$ cat src/rtl/serial_adder.sv
// Bit-serial WIDTH-bit adder: one full-adder cell, LSB first, done pulse WIDTH+1 cycles after start.
// Optional SERIAL_ADDER_OVF_EN adds a registered two's-complement overflow flag (ovf).

module full_adder_s (
  input  logic a_i,
  input  logic b_i,
  input  logic c_i,
  output logic s_o,
  output logic c_o
);
  assign s_o = a_i ^ b_i ^ c_i;
  assign c_o = (a_i & b_i) | (c_i & (a_i ^ b_i));
endmodule

module serial_adder #(
  parameter int WIDTH = 4
) (
  input  logic             clk,
  input  logic             reset,
  input  logic             start,
  input  logic [WIDTH-1:0] a,
  input  logic [WIDTH-1:0] b,
  input  logic             cin,
  output logic             busy,
  output logic             done,
  output logic [WIDTH-1:0] sum,
`ifdef SERIAL_ADDER_OVF_EN
  output logic             ovf,
`endif
  output logic             cout
);
  localparam int CW = $clog2(WIDTH) + 1;

  typedef enum logic [1:0] {S_IDLE, S_SHIFT, S_DONE} state_e;

  state_e           state_q, state_d;
  logic [WIDTH-1:0] shift_a_q, shift_a_d;
  logic [WIDTH-1:0] shift_b_q, shift_b_d;
  logic [WIDTH-1:0] res_q, res_d;
  logic [WIDTH-1:0] sum_q, sum_d;
  logic [CW-1:0]    cnt_q, cnt_d;
  logic             carry_q, carry_d;
  logic             cout_q, cout_d;
  logic             fa_s, fa_c;
  logic             last_bit;
  logic [WIDTH-1:0] res_shift;
`ifdef SERIAL_ADDER_OVF_EN
  logic             ovf_q, ovf_d;
`endif

  full_adder_s u_fa (
    .a_i (shift_a_q[0]),
    .b_i (shift_b_q[0]),
    .c_i (carry_q),
    .s_o (fa_s),
    .c_o (fa_c)
  );

  // New sum bit enters at the MSB; after WIDTH shifts the LSB sits at bit 0.
  generate
    if (WIDTH == 1) begin : g_res_w1
      assign res_shift = fa_s;
    end else begin : g_res_wn
      assign res_shift = {fa_s, res_q[WIDTH-1:1]};
    end
  endgenerate

  assign last_bit = (state_q == S_SHIFT) && (cnt_q == CW'(WIDTH - 1));

  always_ff @(posedge clk or posedge reset) begin
    if (reset) begin
      state_q <= S_IDLE;
    end else begin
      state_q <= state_d;
    end
  end

  always_comb begin
    state_d = state_q;
    case (state_q)
      S_IDLE:  if (start) state_d = S_SHIFT;
      S_SHIFT: if (last_bit) state_d = S_DONE;
      S_DONE:  state_d = S_IDLE;
      default: state_d = S_IDLE;
    endcase
  end

  always_comb begin
    busy = (state_q == S_SHIFT) || (state_q == S_DONE);
    done = (state_q == S_DONE);
  end

  always_comb begin
    shift_a_d = shift_a_q;
    shift_b_d = shift_b_q;
    res_d     = res_q;
    cnt_d     = cnt_q;
    carry_d   = carry_q;
    sum_d     = sum_q;
    cout_d    = cout_q;
`ifdef SERIAL_ADDER_OVF_EN
    ovf_d     = ovf_q;
`endif
    if (state_q == S_IDLE && start) begin
      shift_a_d = a;
      shift_b_d = b;
      carry_d   = cin;
      cnt_d     = '0;
    end else if (state_q == S_SHIFT) begin
      shift_a_d = shift_a_q >> 1;
      shift_b_d = shift_b_q >> 1;
      res_d     = res_shift;
      carry_d   = fa_c;
      cnt_d     = cnt_q + CW'(1);
      // Publish the whole result at once so sum/cout never show partial values.
      if (last_bit) begin
        sum_d  = res_shift;
        cout_d = fa_c;
`ifdef SERIAL_ADDER_OVF_EN
        ovf_d  = carry_q ^ fa_c;
`endif
      end
    end
  end

  always_ff @(posedge clk or posedge reset) begin
    if (reset) begin
      shift_a_q <= '0;
      shift_b_q <= '0;
      res_q     <= '0;
      cnt_q     <= '0;
      carry_q   <= 1'b0;
      sum_q     <= '0;
      cout_q    <= 1'b0;
`ifdef SERIAL_ADDER_OVF_EN
      ovf_q     <= 1'b0;
`endif
    end else begin
      shift_a_q <= shift_a_d;
      shift_b_q <= shift_b_d;
      res_q     <= res_d;
      cnt_q     <= cnt_d;
      carry_q   <= carry_d;
      sum_q     <= sum_d;
      cout_q    <= cout_d;
`ifdef SERIAL_ADDER_OVF_EN
      ovf_q     <= ovf_d;
`endif
    end
  end

  assign sum  = sum_q;
  assign cout = cout_q;
`ifdef SERIAL_ADDER_OVF_EN
  assign ovf  = ovf_q;
`endif

endmodule
$ cat config.mk
export PLATFORM = sky130hd
export DESIGN_NAME = serial_adder
export DESIGN_NICKNAME = d
export VERILOG_FILES = /design/src/rtl/serial_adder.sv
export SDC_FILE = /design/constraint.sdc
export NUM_CORES = 1
export LEC_CHECK = 0
export ABC_AREA = 1
export CORE_MARGIN = 1
export CORE_UTILIZATION = 55
export DETAILED_ROUTE_END_ITERATION = 6
export DONT_BUFFER_PORTS = 1
export PLACE_DENSITY = 0.7
export SYNTH_ARGS = -nofsm -noshare
export SYNTH_HDL_FRONTEND = slang
export SYNTH_HIERARCHICAL = 1
export SYNTH_SLANG_ARGS = --single-unit
$ cat constraint.sdc
create_clock -name clk -period 1.8 [get_ports clk]
set_input_delay 0.36 -clock clk [delete_from_list [all_inputs] [get_ports clk]]
set_output_delay 0.36 -clock clk [all_outputs]
set_load 0.01 [all_outputs]
**Word-level counts from Yosys, hierarchy flattened**

Index checks and enable logic that the tools add are counted.

- Output and inout port bits: 7
- Bits in registers: 23
- Input bits: 12
- Word-level logic and storage cells: 39

- Reductions and logical operators: 8
- Mux-type cells: 11
- Equal/unequal tests: 5
- Bitwise logic cells: 6
- Add/sub/neg operators: 1

Operator list:

| operator | number |
|---|---|
| 4-bit two-way mux | 4 |
| 3-bit two-way mux | 2 |
| 2-bit two-way mux | 2 |
| 2-bit inequality test, second input constant | 2 |
| 2-bit one-hot mux with 2 select lines | 1 |
| 2-bit AND reduction | 2 |
| 3-bit by 1-bit adder with 3-bit output, second input constant | 1 |
| 3-bit by 2-bit equality test with 1-bit output, second input constant | 1 |
| 3-bit AND reduction | 1 |
| 1-bit bitwise AND | 2 |
| 2-bit by 1-bit equality test with 1-bit output, second input constant | 1 |
| 2-bit equality test, second input constant | 1 |
| 1-bit logical AND | 2 |
| 2-bit logical NOT | 1 |
| 1-bit two-way mux | 2 |
| 2-bit nonzero test | 1 |
| 1-bit bitwise XOR | 2 |
| 1-bit logical OR | 1 |
| 1-bit inverter | 1 |
| 1-bit OR | 1 |

**Depth between registers and ports, before layout**

- Depth after elaboration: 5
- Depth in mapped cells: 8

**Cells and area by module**

Netlist, hierarchy kept.

By module, submodules not included:

| module | cells an instance | times used | area each (µm²) |
|---|---|---|---|
| serial_adder | 120 | 1 | 1,076.0 |
| full_adder_s | 1 | 1 | 20.0 |

**Least setup slack after synthesis**

OpenSTA, ideal clock, no wires.

- Path type: register -> register
- From: reg state_q[0]
- To: reg shift_b_q[0]
- Stages on the path, launching flop included: 8
- Required time: 1.676 ns
- Buffers on the path: 1
- Arrival time: 1.033 ns
- Slack: 0.643 ns
- Path through: dfrtp_1 inv_1 ha_1 nand2_4 inv_2 buf_6 nand2_1 nand3_1

- Longest elaborated chain between the ends: 3

Ends and longest elaborated chain:

| item | line | source |
|---|---|---|
| start, declared | 36 | `state_e state_q, state_d;` |
| start signal, assigned | 74 | `state_q <= state_d;` |
| 2-bit logical NOT | 104 | `if (state_q == S_IDLE && start) begin` |
| 1-bit logical AND | 104 |  |
| 4-bit two-way mux / 2-bit nonzero test (equally long branches) | -- |  |
| end signal, assigned | 140 | `shift_b_q <= shift_b_d;` |
| end, declared | 38 | `logic [WIDTH-1:0] shift_b_q, shift_b_d;` |

Parallel ways exist; a longest one is shown, timed or not.
A chain may end at the register's enable or synchronous reset.

**Worst setup path in the final report**

- From: reg state_q[0]
- To: out busy

- Longest elaborated chain between the ends: 2

Ends and longest elaborated chain:

| item | line | source |
|---|---|---|
| 2-bit by 1-bit equality test with 1-bit output / 2-bit equality test (equally long branches) | 89 | `busy = (state_q == S_SHIFT) \|\| (state_q == S_DONE);` |
| 1-bit logical OR (*) | 89 |  |
| end, declared | 24 | `output logic busy,` |

Every way passes the cells marked *; elsewhere a longest branch is shown, timed or not.

==> impl_metrics.yaml <==
yosys:
  yosysWarnings: 6
  ys_seq_elements: 22
  async_reset_ff_share_pct: 100
  synth.most_common_cell: "nand2_1"
  synth_top_area_share_pct: 50.2
  synth_cell_types: 17
  synth_edf_count: 0
  netlist_area_mm2: 0.00110
  ys.flop_type: "dfrtp_1"
  yosys-top-cells-area: "dfrtp_1 (50%), nand3_1 (14%), nand2_1 (12%)"
  synthTopCellsByCount: "nand2_1 (36), nand3_1 (31), dfrtp_1 (22), inv_1 (7), ha_1 (6)"
  yosysSeqAreaShare_pct: 50.2
  synth.largest_area_cell: "dfrtp_1"
  postSynthAreaPerCell_um2: 9.06
  synth_nets: 140
  netlist_instances: 121
sta:
  max_freq_ghz: 0.676
  min_period_over_period_pct: 82.2
  period_minus_slack_ns: 1.48
  tightest_slew_ns: 0.352
  hold_ws_ns: 0.173
  setup_violations: 0
  fin_ws_ns: 0.321
  final_max_slew_viol_count: 0
  maxSlewHeadroom_pct: 76.5
  fin_setup_tns_ns: 0
  worst_clock_skew_ns: 0.0155
  finalHoldViolCount: 0
  rsz0062_at_grt: "false"
global_route:
  track_usage_pct: 19.4
  grt_max_degree: 26
  grt.overflow.total: 0
  grt_pass1_vias: 735
  grt_first_pass_wirelength_mm: 2.95
  antenna_found_initial: 0
layout:
  utilization_pct: 63.3
  seq_area_um2: 551
  num_antenna_cells: 0
  syn_to_final_growth_pct: 4.11
  design_area_mm2: 0.00114
  multi_input_area_um2: 442
  fin_nets: 142
  n_fill_cell: 166
  drive_gt1_share_pct: 9.84
worst_setup_path:
  crit_start: "state_q[0]$_DFFE_PP0P_"
  path_cells: "inv_1 -> ha_1"
  endpoint: "busy"
  crit_path_end_kind: "primary output"
  crit_family: "flip-flops"
  arrival_ns: 1.12
  r2r_start: "state_q[1]$_DFFE_PP0P_"
  cp_slowest_stage_delay_ns: 0.40
  cp_max_fo: 3
  worstPathRequired_ns: 1.44
  worstReg2RegEnd: "cnt_q[0]$_DFFE_PP0P_"
  crit_type: "flop to primary output"
  r2r_slack_ns: 0.37
  reg2reg_depth: 5
  cp_num_buf_inv: 1
  path_depth: 2
  crit_path_top_delay_cell: "dfrtp_1"
  start_kind: "flop"
cts:
  path_clk_slew_ns: 0.13
  clockBufferDepth: 2
  cts_root_buf: "clkbuf_4"
  h-tree-depth: 1
  worstSkewPairLatency_ns: 0.31
  cts_resized: 0
  numCtsBuffers: 3
  tritoncts: "done"
  clock_sinks: 22
  cts_setup_buffers: 0
detailed_routing:
  firstDrtPassIters: 4
  antenna_left: 0
  viasPerCell: 5.22
  drcViolationCount: 0
  drt_wl_total_mm: 1.77
  vias: 767
  wire_per_inst_um: 12.0
  drt_iter0_drc: 13
hold_path:
  hold_path.class: "input pin to flop"
place:
  portBuffers: 0
  place_ws_ns: 0.401
  place_area_mm2: 0.00108
  dp_hpwl_mm: 1.23
  place.gp.congestion: 0.788
floorplan:
  core_mm2: 0.00180
  die_w_um: 46.6
  initial_core_util_pct: 60.8
  io_pins: 19
  rows: 15
  dieArea_mm2: 0.00218
  die_y_um: 46.6
power_and_ir_drop:
  ir_worst_vdd_mv: 1.09
  p_leak_nw: 0.594
  power_density_mw_per_mm2: 1760
outcome:
  status: "complete, no violations"
flow_run:
  maxCapViolations: 0
## cells by family (layout without fill, tap and decap cells)
group	count (synthesis)	after routing	synth area share, %
and+or+nand+nor	71	71	29.0
buffers and inverters	16	17	9.48
DFF	22	22	50.2
adders and majority gates	7	7	8.68
xor gates and xnor gates	1	1	0.799
AOI/OAI and AO/OA	4	4	1.83
## registers in the layout, summed over array words and instances, names as in the netlist
name       count
shift_a_q      4
shift_b_q      4
sum            4
cnt_q          3
res_q          3
state_q        2
carry_q        1
cout           1
## where the power goes
part	internal [mW]	leakage [nW]	switching (mW)
Clock	0.225	0.0279	0.146
Combinational	0.286	0.282	0.488
Sequential	0.710	0.284	0.155
## layout make-up
type / count / area share, %
clock inverters: 1 / 2.63
repair buffers: 3 / 2.19
well taps: 25 / 2.74
flip-flops and latches: 22 / 48.2
clock buffers: 3 / 1.97
inverters: 10 / 3.51
multi-input cells: 83 / 38.7
## how the worst min path moves through the flow
stage               start                       end  slack, ns  cells after the start
floorplan           reset       carry_q$_DFFE_PP0P_       0.35                      1
global placement    reset    state_q[0]$_DFFE_PP0P_       0.19                      1
detailed placement  reset    state_q[0]$_DFFE_PP0P_       0.19                      1
CTS                  b[0]  shift_b_q[0]$_DFFE_PP0P_       0.16                      2
global route         b[3]  shift_b_q[3]$_DFFE_PP0P_       0.16                      2
finish               b[0]  shift_b_q[0]$_DFFE_PP0P_       0.17                      2
## placed cells by master (no fill, tap or decap)
| cell type | n |
|---|---|
| nand2_2 | 2 |
| nand2_1 | 36 |
| inv_1 | 7 |
| inv_4 | 1 |
| dfrtp_1 | 22 |
| nor2_1 | 1 |
| a21oi_1 | 1 |
| clkbuf_4 | 3 |
| bufinv_16 | 1 |
| xnor2_1 | 1 |
| buf_4 | 2 |
| inv_2 | 2 |
| o21ai_1 | 2 |
| o21ai_0 | 1 |
| fa_1 | 1 |
| dlygate4sd3_1 | 1 |
| nand3_1 | 31 |
| nand2_4 | 1 |
| ha_1 | 6 |
## timing repair
item / CTS / global route
setup endpoints to repair: 0 / 0
endpoints found under the hold margin: 6 / 0
hold buffers: 1 / 0
## per-layer routing
| layer | GRT usage, % | wire [um] |
|---|---|---|
| met5 | 0 | 0 |
| met4 | 6.86 | 12 |
| met3 | 3.53 | 83 |
| met2 | 32.8 | 856 |
| met1 | 24.8 | 817 |
## metrics by stage
step,total power [mW],cells
after floorplan,1.58,121
after global placement,1.61,142
after detailed placement,1.65,142
after CTS,2.02,147
after global routing,2.19,147
final,2.01,147
No activity file was read; power rests on OpenSTA's default activity.
